File: src/rtl/hazard_unit_mc.sv
// hazard_unit_mc
//   Pipeline hazard unit with a multicycle (MUL/DIV) execute sequencer.
//   Resolves RAW hazards either by bypass forwarding (FWD_EN=1) or by
//   stalling (FWD_EN=0). It also detects load-use hazards and control
//   redirects, holds the front end while a multicycle op occupies E, and
//   counts stalled fetch cycles in a saturating counter.
//
// Ports
//   clk, rst                 clock, asynchronous active-high reset
//   rs1d, rs2d               decode-stage source registers
//   rs1e, rs2e, rde          execute-stage sources / destination
//   rdm, rdw                 memory / writeback destinations
//   regwritee/m/w            destination write enables per stage
//   resultsrce               execute result source (2'b01 = load)
//   pcsrce                   execute PC select (nonzero = redirect)
//   mc_start_e               multicycle op enters E (single-cycle pulse)
//   stallf, stalld, stalle   hold F / D / E pipeline registers
//   flushd, flushe           clear D / E pipeline registers
//   fwae, fwbe               operand bypass select (10 M, 01 W, 00 RF)
//   mc_busy, mc_done         multicycle unit busy / result ready
//   stall_cnt                saturating count of cycles with stallf high
module hazard_unit_mc #(
    parameter int REG_AW = 5,
    parameter int MC_LAT = 4,
    parameter int FWD_EN = 1,
    parameter int CNT_W  = 16
) (
    input  logic              clk,
    input  logic              rst,
    input  logic [REG_AW-1:0] rs1d,
    input  logic [REG_AW-1:0] rs2d,
    input  logic [REG_AW-1:0] rs1e,
    input  logic [REG_AW-1:0] rs2e,
    input  logic [REG_AW-1:0] rde,
    input  logic [REG_AW-1:0] rdm,
    input  logic [REG_AW-1:0] rdw,
    input  logic              regwritee,
    input  logic              regwritem,
    input  logic              regwritew,
    input  logic [1:0]        resultsrce,
    input  logic [1:0]        pcsrce,
    input  logic              mc_start_e,
    output logic              stallf,
    output logic              stalld,
    output logic              stalle,
    output logic              flushd,
    output logic              flushe,
    output logic [1:0]        fwae,
    output logic [1:0]        fwbe,
    output logic              mc_busy,
    output logic              mc_done,
    output logic [CNT_W-1:0]  stall_cnt
);

    localparam int CW = $clog2(MC_LAT);
    localparam logic [CW-1:0]    CNT_LOAD = CW'(MC_LAT - 2);
    localparam logic [CW-1:0]    CNT_ONE  = CW'(1);
    localparam logic [CNT_W-1:0] SC_ONE   = CNT_W'(1);

    typedef enum logic [1:0] {
        IDLE = 2'd0,
        BUSY = 2'd1,
        DONE = 2'd2
    } state_t;

    state_t          state_q, state_d;
    logic [CW-1:0]   cnt_q, cnt_d;
    logic [CNT_W-1:0] stall_cnt_q;

    // ------------------------------------------------------------------
    // Combinational hazard detection (x0 never creates a hazard)
    // ------------------------------------------------------------------
    logic ld_hz, rs1_raw, rs2_raw, raw_hz, hz_stall, redirect, busy;

    assign ld_hz = (resultsrce == 2'b01) && (rde != '0) &&
                   ((rde == rs1d) || (rde == rs2d));

    assign rs1_raw = (rs1d != '0) &&
                     ((regwritee && (rs1d == rde)) || (regwritem && (rs1d == rdm)));
    assign rs2_raw = (rs2d != '0) &&
                     ((regwritee && (rs2d == rde)) || (regwritem && (rs2d == rdm)));
    assign raw_hz  = (FWD_EN == 0) && (rs1_raw || rs2_raw);

    assign hz_stall = ld_hz || raw_hz;
    assign redirect = (pcsrce != 2'b00);

    // ------------------------------------------------------------------
    // FSM state register
    // ------------------------------------------------------------------
    always_ff @(posedge clk or posedge rst) begin
        if (rst) begin
            state_q <= IDLE;
            cnt_q   <= '0;
        end else begin
            state_q <= state_d;
            cnt_q   <= cnt_d;
        end
    end

    // ------------------------------------------------------------------
    // FSM next state. The counter holds the BUSY cycles still to run
    // including the current one; leaving BUSY when the decremented value
    // reaches zero yields exactly MC_LAT-2 BUSY cycles. With MC_LAT=2 no
    // BUSY cycle exists, so the start cycle goes straight to DONE.
    // ------------------------------------------------------------------
    always_comb begin
        state_d = state_q;
        cnt_d   = cnt_q;
        case (state_q)
            IDLE, DONE: begin
                if (mc_start_e) begin
                    cnt_d   = CNT_LOAD;
                    state_d = (MC_LAT == 2) ? DONE : BUSY;
                end else begin
                    state_d = IDLE;
                end
            end
            BUSY: begin
                cnt_d = (cnt_q != '0) ? (cnt_q - CNT_ONE) : '0;
                if (cnt_d == '0) begin
                    state_d = DONE;
                end
            end
            default: begin
                state_d = IDLE;
                cnt_d   = '0;
            end
        endcase
    end

    // ------------------------------------------------------------------
    // Outputs. While BUSY the op is held in E, so bubbles and redirect
    // flushes are suppressed. All hazard controls are forced low in reset.
    // ------------------------------------------------------------------
    assign busy    = (state_q == BUSY);
    assign mc_busy = busy;
    assign mc_done = (state_q == DONE);

    always_comb begin
        stallf = 1'b0;
        stalld = 1'b0;
        stalle = 1'b0;
        flushd = 1'b0;
        flushe = 1'b0;
        fwae   = 2'b00;
        fwbe   = 2'b00;
        if (!rst) begin
            stallf = hz_stall || busy;
            stalld = hz_stall || busy;
            stalle = busy;
            // D register gives flushd priority over stalld.
            flushd = !busy && redirect;
            flushe = !busy && (hz_stall || redirect);
            if (FWD_EN != 0) begin
                if (regwritem && (rdm != '0) && (rdm == rs1e)) begin
                    fwae = 2'b10;
                end else if (regwritew && (rdw != '0) && (rdw == rs1e)) begin
                    fwae = 2'b01;
                end
                if (regwritem && (rdm != '0) && (rdm == rs2e)) begin
                    fwbe = 2'b10;
                end else if (regwritew && (rdw != '0) && (rdw == rs2e)) begin
                    fwbe = 2'b01;
                end
            end
        end
    end

    // ------------------------------------------------------------------
    // Saturating stall performance counter
    // ------------------------------------------------------------------
    always_ff @(posedge clk or posedge rst) begin
        if (rst) begin
            stall_cnt_q <= '0;
        end else if (stallf && (stall_cnt_q != '1)) begin
            stall_cnt_q <= stall_cnt_q + SC_ONE;
        end
    end

    assign stall_cnt = stall_cnt_q;

endmodule
File: config.mk
export PLATFORM = sky130hd
export DESIGN_NAME = hazard_unit_mc
export DESIGN_NICKNAME = d
export VERILOG_FILES = /design/src/rtl/hazard_unit_mc.sv
export SDC_FILE = /design/constraint.sdc
export NUM_CORES = 1
export LEC_CHECK = 0
export BUFFER_PORTS_ARGS = -buffer_cell sky130_fd_sc_hd__buf_2
export CORE_MARGIN = 1
export CORE_UTILIZATION = 49
export CTS_BUF_LIST = sky130_fd_sc_hd__clkbuf_4 sky130_fd_sc_hd__clkbuf_8 sky130_fd_sc_hd__clkbuf_16
export CTS_CLUSTER_SIZE = 25
export DETAILED_ROUTE_END_ITERATION = 10
export HOLD_SLACK_MARGIN = 0.02
export PLACE_DENSITY = 0.88
export SLEW_MARGIN = 20
export SYNTH_ARGS = -nofsm -noshare
export SYNTH_HDL_FRONTEND = slang
export SYNTH_SLANG_ARGS = --single-unit
export TNS_END_PERCENT = 100
File: constraint.sdc
create_clock -name clk -period 3.7 [get_ports clk]
set_input_delay 0.185 -clock clk [delete_from_list [all_inputs] [get_ports clk]]
set_output_delay 0.185 -clock clk [all_outputs]
set_load 0.005 [all_outputs]
==> flow_summary.ini, run 1 <==
[drt]
drt_iter0_markers = 35
postRouteAntennaNets = 0
firstDrtPassIters = 4
finalWirelength_um = 3409
vias = 1366
viasPerCell = 5.274
wl_per_cell_um = 13.16
post-route-drc-count = 0

[critical_path]
endpoint_kind = output port
crit_slowest_cell = or4_1
crit_fanout = 22
endpoint = fwbe[0]
rrSetupSlack_ns = 1.84
cp_slowest_stage_delay_ns = 0.55
crit_top_cell = buf_2
reg2reg_from = stall_cnt[7]
worstPathRequired_ns = 3.51
path_class = in -> out
startpoint = rst
r2r_end = stall_cnt[10]
crit_chain = dlygate4sd3_1, buf_2, inv_1, buf_4, o211ai_1, or4_1, nor4_1, buf_2
r2r_cells = 6
cp.arrival_ns = 2.24
worst_setup_path_start_kind = input pin

[pwr]
p_comb_frac = 0.355
swShare = 0.3528
pwr-share-seq = 0.457
internal_power_uw = 436.1
pwr-share-clk = 0.189
p_sw_uw = 237.7
p_leak_uw = 0.0009575
peakVddDrop_mv = 0.3552
p_per_area_mw_per_mm2 = 371.4

[floorplan]
die_h_um = 55.29
core_mm2 = 0.002590
dieArea_mm2 = 0.003056
die_x_um = 55.29
core.rowCount = 18
io_pins = 72
start_util = 0.5372

[grt]
grt_antenna_before_repair = 0
grt.busiest_layer = met2
grt_use_met1 = 0.2868
use_met3 = 0.06557
grt_first_pass_wirelength_um = 5616
grt_pass1_vias = 1314
grt_overflow = 0
grt_max_degree = 23
use_met2 = 0.3838
track_usage = 0.2267

[place]
hpwl_um = 2715
io_buffers = 70
placed_cell_area_mm2 = 0.001768
pre_cts_ws_ns = 1.792
place_congestion = 0.9377

[clock_tree]
clk_pin_slew_worst_paths_ns = 0.10
cts_setup_buffers = 0
cts_root_buf = clkbuf_4
cts_tree = built
cts_buffers = 3
htree_levels = 1
clock_latency_ns = 0.31
clock_sinks = 20
clockBufferDepth = 2

[timing]
setup_violations = 0
period_minus_slack_ns = 2.424
timing.final.hold_violations = 0
post-route-period-util = 0.6552
finalClockSkew_ns = 0.005024
maxSlewViolCount = 0
relSlewSlack = 0.7360
worst_pin_slew_ns = 0.3918
fmax_ghz = 0.4125
setup_ws_ns = 1.276
finalSetupTns_ns = 0
rsz0062_at_grt = false

[finish]
layout-drive-gt1-share = 0.3624
fin_util = 0.7005
nFillCells = 218
ff_latch_area_um2 = 500.5
diodes = 0
multi_input_area_um2 = 838.3
final_common_cell = buf_2
fin_nets = 276
stdcell_area_mm2 = 0.001814
area_growth_pct = 30.40
mostFrequentLayoutCells = 70 x buf_2, 28 x xor2_1, 20 x dfrtp_1

[synthesis]
yosysWarnings = 0
synthDistinctLibCells = 27
syn_area_per_cell_um2 = 8.976
ys_seq_elements = 20
syn_inst = 155
synth_nets = 201
async_flop_share = 1.000
synth_flop_cell = dfrtp_1
ys_seq_area_frac = 0.3597
syn_area_mm2 = 0.001391
synth_edf_count = 0

[outcome]
status = complete, no violations

[worst_hold_path]
min-delay-path-class = in -> reg

[run]
cap_violations = 0
-- how the worst min path moves through the flow --
stage / end / start / slack, ns / cells past startpoint
2_1_floorplan: cnt_q[0] / rst / 0.17 / 1
3_3_place_gp: stall_cnt[15] / rst / 0.27 / 3
3_5_place_dp: stall_cnt[15] / rst / 0.27 / 3
4_1_cts: state_q[0] / mc_start_e / 0.13 / 3
5_1_grt: state_q[0] / mc_start_e / 0.13 / 3
6_report: state_q[0] / mc_start_e / 0.14 / 3
-- layer usage --
layer,part of all wire,routed length [um],up-vias
met5,0,0,-
met4,0.010,35,0
met3,0.063,216,7
met2,0.50,1688,54
met1,0.43,1468,632
li1,-,-,673
-- worst max-delay path, delay by kind of cell --
| kind | cells | cell delay (ns) |
|---|---|---|
| buffers and inverters | 5 | 1.18 |
| and+or+nand+nor | 2 | 0.73 |
| AOI/OAI and AO/OA | 1 | 0.15 |
-- power groups by stage --
stage                     registers, uW  logic (uW)  clock network [uW]
after floorplan                     301         142                   0
after global placement              307         234                   0
after detailed placement            309         239                   0
after CTS                           305         240                 130
after global routing                311         267                 141
final                               308         239                 127
-- cell usage after synthesis, drive strengths merged (2+ instances only) --
cell    number  area, um2
o211ai       2      20.02
nand2       10      37.54
xor2        28      245.2
buf          2      18.77
or4          4      30.03
nor2b        2      12.51
inv          9      33.78
and3         3      22.52
nor4         5      31.28
nand4        3      18.77
nor3        15      75.07
nor2        13      48.80
dfrtp       20      500.5
xnor2       16      140.1
nand3        9      45.04
o21ai        5      25.02
-- logic make-up after synthesis --
| group | after synthesis | synth area share |
|---|---|---|
| AND/OR/NAND/NOR | 67 | 0.2455 |
| adder cells (fa/ha/maj) | 1 | 0.008991 |
| AO/OA/AOI/OAI | 10 | 0.05576 |
| flip-flops | 20 | 0.3597 |
| buffers and inverters | 11 | 0.03777 |
| multiplexers | 2 | 0.01529 |
| XOR/XNOR | 44 | 0.2770 |
-- layout make-up --
cell class	instances	share of cell area
Timing Repair Buffer	72	0.2028
Inverter	9	0.01862
Sequential cell	20	0.2759
Multi-Input combinational cell	124	0.4621
Clock buffer	4	0.02000
Tap cell	30	0.02069
-- state kept, by name (all words and copies together) (netlist names) --
signal and flops:
cnt_q 2, state_q 2, stall_cnt 16
-- through the flow --
stage | cells | power [uW] | hold slack [ns]
floorplan | 155 | 443.2 | 0.1656
global placement | 254 | 540.5 | 0.2709
detailed placement | 254 | 547.7 | 0.2686
CTS | 259 | 675.5 | 0.1273
global route | 259 | 718.5 | 0.1253
finish | 259 | 673.8 | 0.1368
-- timing repair --
action,4_1_cts,5_1_grt
hold buffers,1,0
gates resized for setup,0,0
endpoints found under the hold margin,20,0
Power figures use the tool's default switching activity.
==> inputs of run 2 (changes only) <==
--- a/config.mk
+++ b/config.mk
@@ -5,14 +5,15 @@
 export SDC_FILE = /design/constraint.sdc
 export NUM_CORES = 1
 export LEC_CHECK = 0
+export ABC_AREA = 1
 export BUFFER_PORTS_ARGS = -buffer_cell sky130_fd_sc_hd__buf_2
 export CORE_MARGIN = 1
-export CORE_UTILIZATION = 49
+export CORE_UTILIZATION = 48
 export CTS_BUF_LIST = sky130_fd_sc_hd__clkbuf_4 sky130_fd_sc_hd__clkbuf_8 sky130_fd_sc_hd__clkbuf_16
 export CTS_CLUSTER_SIZE = 25
 export DETAILED_ROUTE_END_ITERATION = 10
 export HOLD_SLACK_MARGIN = 0.02
-export PLACE_DENSITY = 0.88
+export PLACE_DENSITY = 0.82
 export SLEW_MARGIN = 20
 export SYNTH_ARGS = -nofsm -noshare
 export SYNTH_HDL_FRONTEND = slang
==> constraint.sdc (replaced) <==
create_clock -name clk -period 2.4 [get_ports clk]
set_input_delay 0.12 -clock clk [delete_from_list [all_inputs] [get_ports clk]]
set_output_delay 0.12 -clock clk [all_outputs]
set_load 0.005 [all_outputs]
==> flow_summary.ini, run 2 <==
[pwr]
internal_power_uw = 649.7
pwr-share-seq = 0.435
peakVddDrop_mv = 0.4658
pwr-share-clk = 0.146
p_comb_frac = 0.419
p_total_uw = 1068
p_leak_uw = 0.001222
p_per_area_mw_per_mm2 = 508.9
swShare = 0.3919
p_sw_uw = 418.7

[timing]
post-route-period-util = 0.7810
finalSetupTns_ns = 0
period_minus_slack_ns = 1.874
timing.final.hold_violations = 0
relSlewSlack = 0.7580
maxSlewViolCount = 0
finalClockSkew_ns = 0.001709
rsz0062_at_grt = false
worst_pin_slew_ns = 0.3627
fmax_ghz = 0.5335
setup_violations = 0

[worst_hold_path]
hold_start = mc_start_e
min-delay-path-class = in -> reg
min_path_cells = 2
hold_end = cnt_q[0]

[clock_tree]
clock_sinks = 20
ctsResizeCount = 0
cts_tree = built
cts_setup_buffers = 0
hold_buffers = 1
htree_levels = 1
clockBufferDepth = 2
clk_pin_slew_worst_paths_ns = 0.10
clock_latency_ns = 0.30
cts_root_buf = clkbuf_4
cts_buffers = 3

[grt]
grt_max_degree = 28
track_usage = 0.2169
grt_overflow = 0
grt_first_pass_wirelength_um = 6134
grt_pass1_vias = 1446
grt_antenna_before_repair = 0

[synthesis]
synth_nets = 305
ys_seq_elements = 20
synth_edf_count = 0
syn_area_per_cell_um2 = 6.536
synth_top_area_cell = dfrtp_1
synth_flop_cell = dfrtp_1
ys_seq_area_frac = 0.2956
yosysWarnings = 0
syn_area_mm2 = 0.001693
synth_top_area_share = 0.2956
yosys-top-cells-area = dfrtp_1 30%, nand2_1 19%, inv_1 8.4%
async_flop_share = 1.000
syn_inst = 259
yosysMostFrequentCell = nand2_1
synth.top_cells.by_count = 84 x nand2_1, 38 x inv_1, 27 x nor2_1
synthDistinctLibCells = 28

[floorplan]
core_mm2 = 0.003363
io_pins = 72
dieArea_mm2 = 0.003768
start_util = 0.5033
core.rowCount = 21
die_x_um = 61.39
die_h_um = 61.39

[drt]
wl_per_cell_um = 9.910
post-route-drc-count = 0
postRouteAntennaNets = 0
viasPerCell = 4.729
finalWirelength_um = 3726
vias = 1778
drt_iter0_markers = 73
firstDrtPassIters = 4

[critical_path]
r2r_end = stall_cnt[15]
path_class = in -> out
endpoint_kind = output port
crit_top_cell = buf_2
crit_slowest_cell = dlygate4sd3_1
worstPathRequired_ns = 2.28
crit_fanout = 14
rrSetupSlack_ns = 0.61
startpoint = rst
worst_setup_path_start_kind = input pin
r2r_cells = 10
cp_slowest_stage_delay_ns = 0.55
cp.arrival_ns = 1.75
crit_chain = dlygate4sd3_1, buf_2, inv_1, buf_4, nand2_1, a31oi_1, buf_2
reg2reg_from = stall_cnt[1]

[run]
cap_violations = 0

[finish]
area_growth_pct = 24.02
fin_nets = 378
layout-drive-gt1-share = 0.2788
diodes = 0
fin_cells = 376
largest_register_ffs = 16
final_common_cell = nand2_1
mostFrequentLayoutCells = 84 x nand2_1, 70 x buf_2, 38 x inv_1

[place]
place_congestion = 0.9110
placed_cells = 372
hpwl_um = 3004
io_buffers = 70

[outcome]
status = complete, no violations
## run 2: worst max-delay path by stage
stage / to / depth (start not counted) / slack, ns
after global placement: stall_cnt[15] / 10 / 0.65
after CTS: flushe / 7 / 0.50
after detailed placement: stall_cnt[15] / 10 / 0.63
final: flushe / 7 / 0.53
after floorplan: stall_cnt[5] / 12 / 0.91
after global routing: fwae[0] / 8 / 0.33
## run 2: kinds of logic (layout without fill, tap and decap cells)
kind of cell               count (synthesis)  count (layout)  share of synthesized area
adders and majority gates                  1               1                   0.007390
and+or+nand+nor                          160             160                     0.4220
DFF                                       20              20                     0.2956
buffers and inverters                     44             115                     0.1131
AOI/OAI and AO/OA                         10              10                    0.03770
xor gates and xnor gates                  24              24                     0.1242
## run 2: per-layer routing
metal  part of all wire  wire length (um)  GRT usage
met1               0.46              1700     0.2962
met2               0.49              1833     0.3587
met3              0.044               164    0.04622
met4             0.0072                27    0.04127
met5                  0                 0          0
## run 2: power groups by stage
stage,Combinational [uW],Clock [uW],Sequential [uW]
global placement,440,0,466
CTS,454,165,465
global route,515,176,475
detailed placement,452,0,471
floorplan,305,0,463
finish,447,156,465
## run 2: layout make-up
cell class	instances	area, um2
flip-flops and latches	20	500.5
repair buffers	72	367.9
clock buffers	3	22.52
well taps	46	57.56
multi-input cells	195	1001
fillers	340	1264
inverters	40	150.1
## run 2: stage by stage
step                area (um2)  setup slack, ns  utilization  hold WS, ns
detailed placement        2067           0.6291       0.6146       0.1519
global route              2100           0.3252       0.6243      0.04349
finish                    2100           0.5257       0.6243      0.04382
global placement          2067           0.6518       0.6146       0.1476
CTS                       2100           0.4975       0.6243      0.03117
floorplan                 1693           0.9107            -       0.1069
## run 2: worst max-delay path, delay by kind of cell
| family | cells | cell delay (ns) |
|---|---|---|
| compound gates | 1 | 0.14 |
| buf+inv | 5 | 1.40 |
| simple gates | 1 | 0.09 |
==> inputs of run 3 (changes only) <==
==> constraint.sdc (replaced) <==
create_clock -name clk -period 1.8 [get_ports clk]
set_input_delay 0.09 -clock clk [delete_from_list [all_inputs] [get_ports clk]]
set_output_delay 0.09 -clock clk [all_outputs]
set_load 0.005 [all_outputs]
==> flow_summary.ini, run 3 (synthesis gave the netlist of run 2 again) <==
[floorplan]
core.rowCount = 21
die_h_um = 61.39
io_pins = 72
core_mm2 = 0.003363
dieArea_mm2 = 0.003768
die_x_um = 61.39
start_util = 0.5033

[clock_tree]
cts_root_buf = clkbuf_4
clock_latency_ns = 0.30
cts_setup_buffers = 0
htree_levels = 1
clk_pin_slew_worst_paths_ns = 0.11
cts_tree = built
clockBufferDepth = 2
cts_buffers = 3
clock_sinks = 20

[grt]
grt.busiest_layer = met2
use_met2 = 0.4068
grt_use_met1 = 0.2596
grt_max_degree = 28
grt_overflow = 0
use_met3 = 0.04202
grt_first_pass_wirelength_um = 6175
track_usage = 0.2208
grt_pass1_vias = 1474
grt_antenna_before_repair = 0

[critical_path]
cp.arrival_ns = 1.54
crit_fanout = 27
worstPathRequired_ns = 1.71
worst_setup_path_start_kind = input pin
endpoint_kind = output port
path_class = in -> out

[timing]
period_minus_slack_ns = 1.633
relSlewSlack = 0.8116
timing.final.hold_violations = 0
finalClockSkew_ns = 0.005246
setup_violations = 0
rsz0062_at_grt = false
fmax_ghz = 0.6124
post-route-period-util = 0.9072
maxSlewViolCount = 0
worst_pin_slew_ns = 0.2811
finalSetupTns_ns = 0

[drt]
finalWirelength_um = 3922
viasPerCell = 4.682
wl_per_cell_um = 10.32
post-route-drc-count = 0
drt_iter0_markers = 59
vias = 1779
postRouteAntennaNets = 0
firstDrtPassIters = 4

[finish]
diodes = 0
mostFrequentLayoutCells = 84 x nand2_1, 70 x buf_2, 37 x inv_1
area_growth_pct = 27.49
stdcell_area_mm2 = 0.002158
fin_nets = 381
layout-drive-gt1-share = 0.2874
final_common_cell = nand2_1
largest_register_ffs = 16

[pwr]
internal_power_uw = 923.3
swShare = 0.3870
p_total_uw = 1506
p_sw_uw = 582.8
pwr-share-seq = 0.410
p_comb_frac = 0.413
p_per_area_mw_per_mm2 = 697.8
pwr-share-clk = 0.177
peakVddDrop_mv = 0.7270
p_leak_uw = 0.001240

[worst_hold_path]
min-delay-path-class = in -> async

[outcome]
status = complete, no violations

[run]
cap_violations = 0

[place]
place_congestion = 0.8907
hpwl_um = 3139
io_buffers = 70
placed_cell_area_mm2 = 0.002082
-- run 3: power groups by stage --
stage               Combinational, uW  Clock, uW  Sequential, uW
global placement                  594          0             621
CTS                               619        276             616
finish                            622        267             617
detailed placement                612          0             625
global route                      709        289             628
floorplan                         407          0             617
-- run 3: final timing paths --
kind	from	end	slack, ns	cells past startpoint
min	rst	state_q[0]	0.27	3
min in group clk	cnt_q[1]	state_q[1]	0.46	1
max reg2reg	stall_cnt[0]	stall_cnt[15]	0.21	11
max	rst	stalld	0.17	6
max in group asynchronous	rst	stall_cnt[14]	1.10	4
min reg2reg	cnt_q[1]	state_q[1]	0.46	1
-- run 3: routing by layer --
layer  vias up  part of all wire
met2        41              0.51
met5         -                 0
met4         0            0.0054
met3         2             0.038
met1       790              0.44
li1        946                 -
-- run 3: layout make-up --
type | count | area (um2)
inverters | 40 | 153.9
repair buffers | 75 | 392.9
clock buffers | 4 | 36.28
well taps | 46 | 57.56
multi-input cells | 195 | 1017
flip-flops and latches | 20 | 500.5
fillers | 351 | 1205
-- run 3: through the flow --
step             util  setup WS (ns)  std cells  hold slack, ns
2_1_floorplan       -         0.3107        259         0.07692
3_3_place_gp   0.6190         0.2044        374         0.07401
3_5_place_dp   0.6190         0.1494        374         0.07911
4_1_cts        0.6358        0.08874        380          0.2844
5_1_grt        0.6417        0.02398        380          0.2858
6_report       0.6417         0.1670        380          0.2685
-- run 3: critical path: stages --
cell and delay, ns:
dlygate4sd3_1 0.52, buf_2 0.17, clkinvlp_4 0.19, nand3_1 0.24
nand2_8 0.16, buf_2 0.17
-- run 3: timing repair --
action	in CTS	in global routing
hold buffers	2	0
endpoints found under the setup margin	0	9
gates resized for setup	0	3
endpoints found under the hold margin	6	0
